$ cat config.mk
export PLATFORM = sky130hd
export DESIGN_NAME = pong_game_ctrl
export DESIGN_NICKNAME = d
export VERILOG_FILES = /design/src/rtl/pong_game_ctrl.sv
export SDC_FILE = /design/constraint.sdc
export NUM_CORES = 1
export LEC_CHECK = 0
export CAP_MARGIN = 10
export CORE_ASPECT_RATIO = 0.9
export CORE_MARGIN = 1.5
export CORE_UTILIZATION = 51
export DETAILED_ROUTE_END_ITERATION = 8
export GPL_TIMING_DRIVEN = 0
export PLACE_DENSITY = 0.78
export SYNTH_ARGS = -nofsm -noshare
export SYNTH_HDL_FRONTEND = slang
export SYNTH_SLANG_ARGS = --single-unit
$ cat constraint.sdc
create_clock -name clk -period 2 [get_ports clk]
set_clock_uncertainty 0.2 [all_clocks]
set_input_delay 0.4 -clock clk [delete_from_list [all_inputs] [get_ports clk]]
set_output_delay 0.4 -clock clk [all_outputs]
set_load 0.02 [all_outputs]
$ cat src/rtl/pong_game_ctrl.sv
`default_nettype none
// ============================================================================
// pong_game_ctrl : Pong match sequencer (serve pacing, scoring, winner).
// Revision 1.0
// ============================================================================
module pong_game_ctrl #(
    parameter int WIN_SCORE   = 10,
    parameter int SERVE_TICKS = 16,
    parameter int CNT_W       = 5
) (
    input  logic       clk,
    input  logic       reset,
    input  logic       start,
    input  logic       tick,
    input  logic       miss_p1,
    input  logic       miss_p2,
    output logic [1:0] state,
    output logic [3:0] p1_score,
    output logic [3:0] p2_score,
    output logic       run,
    output logic       serve,
    output logic       serve_dir,
    output logic       winner
);

    typedef enum logic [1:0] {
        QI      = 2'b00,
        QGAME_1 = 2'b01,
        QGAME_2 = 2'b10,
        QDONE   = 2'b11
    } state_t;

    localparam logic [CNT_W-1:0] c_RELOAD = CNT_W'(SERVE_TICKS - 1);
    localparam logic [3:0]       c_WIN    = 4'(WIN_SCORE);

    state_t           r_state, w_state_nxt;
    logic [CNT_W-1:0] r_cnt, w_cnt_nxt;
    logic [3:0]       r_p1, r_p2, w_p1_nxt, w_p2_nxt;
    logic [3:0]       w_p1_inc, w_p2_inc;
    logic             r_serve, w_serve_nxt;
    logic             r_dir, w_dir_nxt;
    logic             r_win, w_win_nxt;

    assign w_p1_inc = r_p1 + 4'd1;
    assign w_p2_inc = r_p2 + 4'd1;

    // Abort (start low) outranks misses, which outrank ticks.
    always_comb begin
        w_state_nxt = r_state;
        w_cnt_nxt   = r_cnt;
        w_p1_nxt    = r_p1;
        w_p2_nxt    = r_p2;
        w_serve_nxt = 1'b0;
        w_dir_nxt   = r_dir;
        w_win_nxt   = r_win;
        case (r_state)
            QI: begin
                if (start) begin
                    w_p1_nxt    = 4'd0;
                    w_p2_nxt    = 4'd0;
                    w_dir_nxt   = 1'b1;
                    w_cnt_nxt   = c_RELOAD;
                    w_state_nxt = QGAME_1;
                end
            end
            QGAME_1: begin
                if (!start) begin
                    w_state_nxt = QI;
                end else if (tick) begin
                    if (r_cnt == '0) begin
                        w_serve_nxt = 1'b1;
                        w_state_nxt = QGAME_2;
                    end else begin
                        w_cnt_nxt = r_cnt - CNT_W'(1);
                    end
                end
            end
            QGAME_2: begin
                if (!start) begin
                    w_state_nxt = QI;
                end else if (miss_p1 && miss_p2) begin
                    w_cnt_nxt   = c_RELOAD;
                    w_state_nxt = QGAME_1;
                end else if (miss_p1) begin
                    w_p2_nxt  = w_p2_inc;
                    w_dir_nxt = 1'b0;
                    if (w_p2_inc == c_WIN) begin
                        w_win_nxt   = 1'b1;
                        w_state_nxt = QDONE;
                    end else begin
                        w_cnt_nxt   = c_RELOAD;
                        w_state_nxt = QGAME_1;
                    end
                end else if (miss_p2) begin
                    w_p1_nxt  = w_p1_inc;
                    w_dir_nxt = 1'b1;
                    if (w_p1_inc == c_WIN) begin
                        w_win_nxt   = 1'b0;
                        w_state_nxt = QDONE;
                    end else begin
                        w_cnt_nxt   = c_RELOAD;
                        w_state_nxt = QGAME_1;
                    end
                end
            end
            QDONE: begin
                if (!start) begin
                    w_state_nxt = QI;
                end
            end
            default: w_state_nxt = QI;
        endcase
    end

    always_ff @(posedge clk) begin
        if (!reset) begin
            r_state <= QI;
            r_cnt   <= '0;
            r_p1    <= 4'd0;
            r_p2    <= 4'd0;
            r_serve <= 1'b0;
            r_dir   <= 1'b1;
            r_win   <= 1'b0;
        end else begin
            r_state <= w_state_nxt;
            r_cnt   <= w_cnt_nxt;
            r_p1    <= w_p1_nxt;
            r_p2    <= w_p2_nxt;
            r_serve <= w_serve_nxt;
            r_dir   <= w_dir_nxt;
            r_win   <= w_win_nxt;
        end
    end

    assign state     = r_state;
    assign p1_score  = r_p1;
    assign p2_score  = r_p2;
    assign run       = (r_state == QGAME_2);
    assign serve     = r_serve;
    assign serve_dir = r_dir;
    assign winner    = r_win;

endmodule
`default_nettype wire
## After elaboration in Yosys (flattened, before gate mapping)

Cells that the tools add are included.

- Flip-flop bits (word level): 18
- Input bits: 6
- Output and inout bits: 14
- Logic and storage cells: 92

- Add/subtract/negate cells: 3
- Equality and inequality tests: 23
- Multiplexer cells: 44
- Bitwise operators: 1
- Reduce and logical (&&, ||, !) cells: 14

Operators by type and width:

| cell | number |
|---|---|
| 5-bit two-way mux | 10 |
| 4-bit two-way mux | 8 |
| 2-bit two-way mux | 11 |
| 2-bit != test (second input constant) | 10 |
| 4-bit one-hot mux with 2 select lines | 2 |
| 5-bit one-hot mux with 3 select lines | 1 |
| 5-bit AND reduction | 3 |
| 6-bit AND reduction | 2 |
| 1-bit two-way mux | 10 |
| 3-bit != test (second input constant) | 3 |
| 9-bit AND reduction | 1 |
| 4-bit by 1-bit adder with 4-bit output (second input constant) | 2 |
| 4-bit equality test (second input constant) | 2 |
| 4-bit != test (second input constant) | 2 |
| 2-bit one-hot mux with 4 select lines | 1 |
| 2-bit nonzero test | 3 |
| 5-bit zero test | 1 |
| 5-bit by 4-bit != test with 1-bit output (second input constant) | 1 |
| 5-bit by 1-bit subtractor with 5-bit output (second input constant) | 1 |
| 2-bit equality test (second input constant) | 2 |
| 4-bit by 3-bit != test with 1-bit output (second input constant) | 1 |
| 4-bit AND reduction | 1 |
| 3-bit nonzero test | 1 |
| 2-bit by 1-bit equality test with 1-bit output (second input constant) | 1 |
| other kinds (5) | 5 |

## Logic depth before layout (Yosys ltp)

- Word-level depth: 8
- Depth in mapped cells: 7
- Depth with buffers taken out: 7

## Worst setup path after synthesis

Ideal clock, no wire load.

- Kind: flip-flop to flip-flop
- Start: register r_p2[0], in the netlist p2_score[0]
- End: register r_cnt[2]
- Setup time: 119 ps
- Arrival time: 1,460 ps
- Required time: 1,681 ps
- Slack: 221 ps
- Stages on the path, launching flop included: 7
- Path buffers: 0
- Clock period less this slack: 1,779 ps
- Cells stage by stage: dfxtp_1 > ha_1 > xnor2_1 > nand4_1 > o21ai_1 > nor3_2 > o221a_1

- Longest elaborated chain between the ends: 4

RTL lines:

| item | RTL line | RTL |
|---|---|---|
| start: declaration | 38 | `logic [3:0] r_p1, r_p2, w_p1_nxt, w_p2_nxt;` |
| start signal: assignment | 128 | `r_p2 <= w_p2_nxt;` |
| 4-bit by 1-bit adder with 4-bit output | 45 | `assign w_p2_inc = r_p2 + 4'd1;` |
| 4-bit equality test | 87 | `if (w_p2_inc == c_WIN) begin` |
| 4-bit != test (no source line) | - |  |
| 9-bit AND reduction (no source line) | - |  |
| end signal: assignment | 126 | `r_cnt <= w_cnt_nxt;` |
| end: declaration | 37 | `logic [CNT_W-1:0] r_cnt, w_cnt_nxt;` |

Every way passes these cells.
A chain may end at the register's enable or synchronous reset.

## Worst setup path in the final report

- Start: register r_p2[1], in the netlist p2_score[1]
- End: output port p2_score[1]

RTL lines:

| item | RTL line | RTL |
|---|---|---|
| end: declaration | 19 | `output logic [3:0] p2_score,` |

No word-level cell between the ends.

==> run_results.csv <==
group,metric,value,unit
drt,routed_wl,2600,um
synth,synth.yosys.seq_area_share,32.2,%
synth,synthesis.nets,143,
power_and_ir_drop,power.density,500,nW/um^2
global_route,grt_antenna_before_repair,0,
place,port_buffers,19,
sta,fmax,0.516,GHz
synth,synth_area_per_cell,8.55,um^2
outcome,status,"finished, final reports clean",
setup_path,crit_slowest_cell,"clkdlybuf4s50_1",
synth,synth_top_area_share,32.2,%
floorplan,die_area,2490,um^2
drt,ant_nets,0,
synth,yosysTopAreaCell,"dfxtp_1",
layout,fillCellCount,178,
flow_run,max-cap-violations,0,
clock_tree,ctsHoldBuffers,0,
clock_tree,cts_buffers,3,
global_route,overflow,0,
synth,synth_ff_type,"dfxtp_1",
sta,finalHoldViolCount,0,
setup_path,crit_cells,1,
setup_path,cp.arrival,1.34,ns
layout,finalNetCount,167,
setup_path,crit_required,1.40,ns
sta,max-slew-margin-rel,71.2,%
synth,synth_edf_count,0,
layout,final_core_util,69.5,%
sta,fin_tns_setup,0,ns
clock_tree,clkSinkCount,18,
layout,diodes,0,
worst_hold_path,whs_path_depth,2,
place,place_congestion,0.811,
synth,synthMostInstantiatedCell,"dfxtp_1",
clock_tree,clockBufferDepth,2,
clock_tree,cts_tree,"done",
synth,yosysWarnings,0,
global_route,grt_pass1_wl,4090,um
global_route,grt_max_degree,11,
drt,drt_iter0_drc,36,
floorplan,chipWidth,52.4,um
drt,wl_per_cell,14.6,um
place,dp_hpwl,1900,um
sta,drv_slew,0,
layout,syn_to_final_growth,23.5,%
sta,finalCritPeriodShare,96.8,%
synth,syn-instance-count,131,
layout,stdcell_area,1380,um^2
power_and_ir_drop,peakVddDrop,0.000479,V
global_route,first_global_vias,922,
setup_path,crit_path_end_kind,"output port",
layout,drive_gt1_share,13.1,%
place,dpl.cell_count,175,
setup_path,path_cells,"clkdlybuf4s50_1",
synth,synthesis.area,1120,um^2
floorplan,die_y,47.5,um
setup_path,cpPeakStageDelay,0.63,ns
clock_tree,path_clk_slew,0.11,ns
sta,rsz0062_at_grt,"false",
sta,whs,0.309,ns
power_and_ir_drop,p_leak,0.603,nW
place,dpl_cell_area,1340,um^2
synth,synth_area_leaders,"dfxtp_1 (32%), ha_1 (6.7%), nand2_1 (5.0%)",
layout,seq_area,364,um^2
setup_path,critical_path_buf_inv_count,1,
floorplan,core,1990,um^2
setup_path,criticalPathCategory,"flip-flop to output port",
drt,drc,0,
sta,fin_crit,1.94,ns
synth,async_flop_share,0,%
layout,multiInputGateArea,722,um^2
setup_path,r2r_cells,7,
floorplan,rows,15,
setup_path,crit_path_start_kind,"flip-flop",
drt,vias,1058,
sta,setup_viol,0,
global_route,grt_usage,22.5,%
clock_tree,cts_root_buf,"clkbuf_4",
sta,tightest_slew,0.431,ns
drt,firstDrtPassIters,5,
synth,ys_ff_latch,18,
clock_tree,htree_levels,1,
drt,via_per_inst,5.94,
setup_path,path_delay_family,"buffers and inverters",
setup_path,critPathMaxFanout,5,
clock_tree,clock_latency,0.29,ns
synth,synthDistinctLibCells,43,
worst_hold_path,hold_path_class,"flip-flop to flip-flop",
layout,fin_cells,178,
floorplan,initial_utilization,56.3,%
floorplan,boundaryPins,20,
synth,synthTopCellsByCount,"dfxtp_1 (18), nand2_1 (15), nand3_1 (8), nor2_1 (8), o21ai_0 (7)",
==> cell type report <==
type	count	share of cell area (%)
Multi-Input combinational cell	104	52.2
Sequential cell	18	26.3
Timing Repair Buffer	19	14.3
Tap cell	25	2.26
Clock buffer	3	1.63
Buffer	3	1.63
Inverter	6	1.63
==> what timing repair did <==
action	in CTS	in global routing
gates resized for setup	5	11
endpoints found under the setup margin	5	10
buffers inserted	0	0
pin swaps	0	2
==> through the flow <==
step	setup slack, ns	total power (W)
floorplan	0.221	0.000468
global placement	-0.258	0.000500
detailed placement	-0.287	0.000506
CTS	0.00908	0.000691
global route	0.00907	0.000721
finish	0.0634	0.000691
==> sequential cells by signal, indices dropped and copies added, names as in the netlist <==
register / count
serve_dir: 1
p2_score: 4
winner: 1
p1_score: 4
state: 2
r_cnt: 5
serve: 1
==> worst paths after layout <==
| path | startpoint | to | slack (ns) |
|---|---|---|---|
| worst max-delay path | p2_score[1] | p2_score[1] | 0.06 |
| worst min-delay path | r_cnt[0] | r_cnt[0] | 0.31 |
| worst max register to register | r_cnt[0] | r_cnt[1] | 0.08 |
| worst min register to register | r_cnt[0] | r_cnt[0] | 0.31 |
==> tightest hold or removal path: cells and delay by family, from the launching register on <==
kind	cells	cell delay (ns)
AND/OR/NAND/NOR	1	0.08
AO/OA/AOI/OAI	1	0.06
flip-flops	1	0.35
==> power breakdown <==
group | leakage [nW] | switching [W] | internal [W]
clock | 0.0138 | 0.000119 | 0.0000701
sequential | 0.147 | 0.0000130 | 0.000369
combinational | 0.442 | 0.0000650 | 0.0000548
==> cells in the final DEF (no fill, tap or decap), types with 3 or more instances in the layout <==
master / n
o21ai_0: 7
nand4_1: 3
dfxtp_2: 3
clkdlybuf4s50_1: 10
dfxtp_1: 15
nand4b_1: 3
xor2_1: 3
o21ai_1: 5
nand3_1: 8
dlymetal6s2s_1: 6
nor2b_1: 4
a21oi_1: 3
inv_1: 6
nor2_1: 8
nand2_1: 15
ha_1: 5
o221a_1: 4
and2_1: 3
nor3_1: 3
clkbuf_4: 3
==> kinds of logic (layout without fill, tap and decap cells) <==
logic type                 Yosys count  after routing  share of synthesized area, %
DFF                                 18             18                          32.2
adders and majority gates            6              6                          6.70
buffers and inverters                9             31                          4.02
AOI/OAI and AO/OA                   33             33                          21.3
xor gates and xnor gates             4              4                          3.13
and+or+nand+nor                     61             61                          32.6
==> layer usage <==
metal | wire length [um] | vias to the layer above | part of all wire [%] | GRT usage (%)
li1 | - | 522 | - | -
met1 | 1240 | 495 | 48 | 30.6
met2 | 1190 | 39 | 46 | 37.3
met3 | 159 | 2 | 6.1 | 5.94
met4 | 10 | 0 | 0.39 | 3.08
met5 | 0 | - | 0 | 0
(Power assumes the default switching activity.)
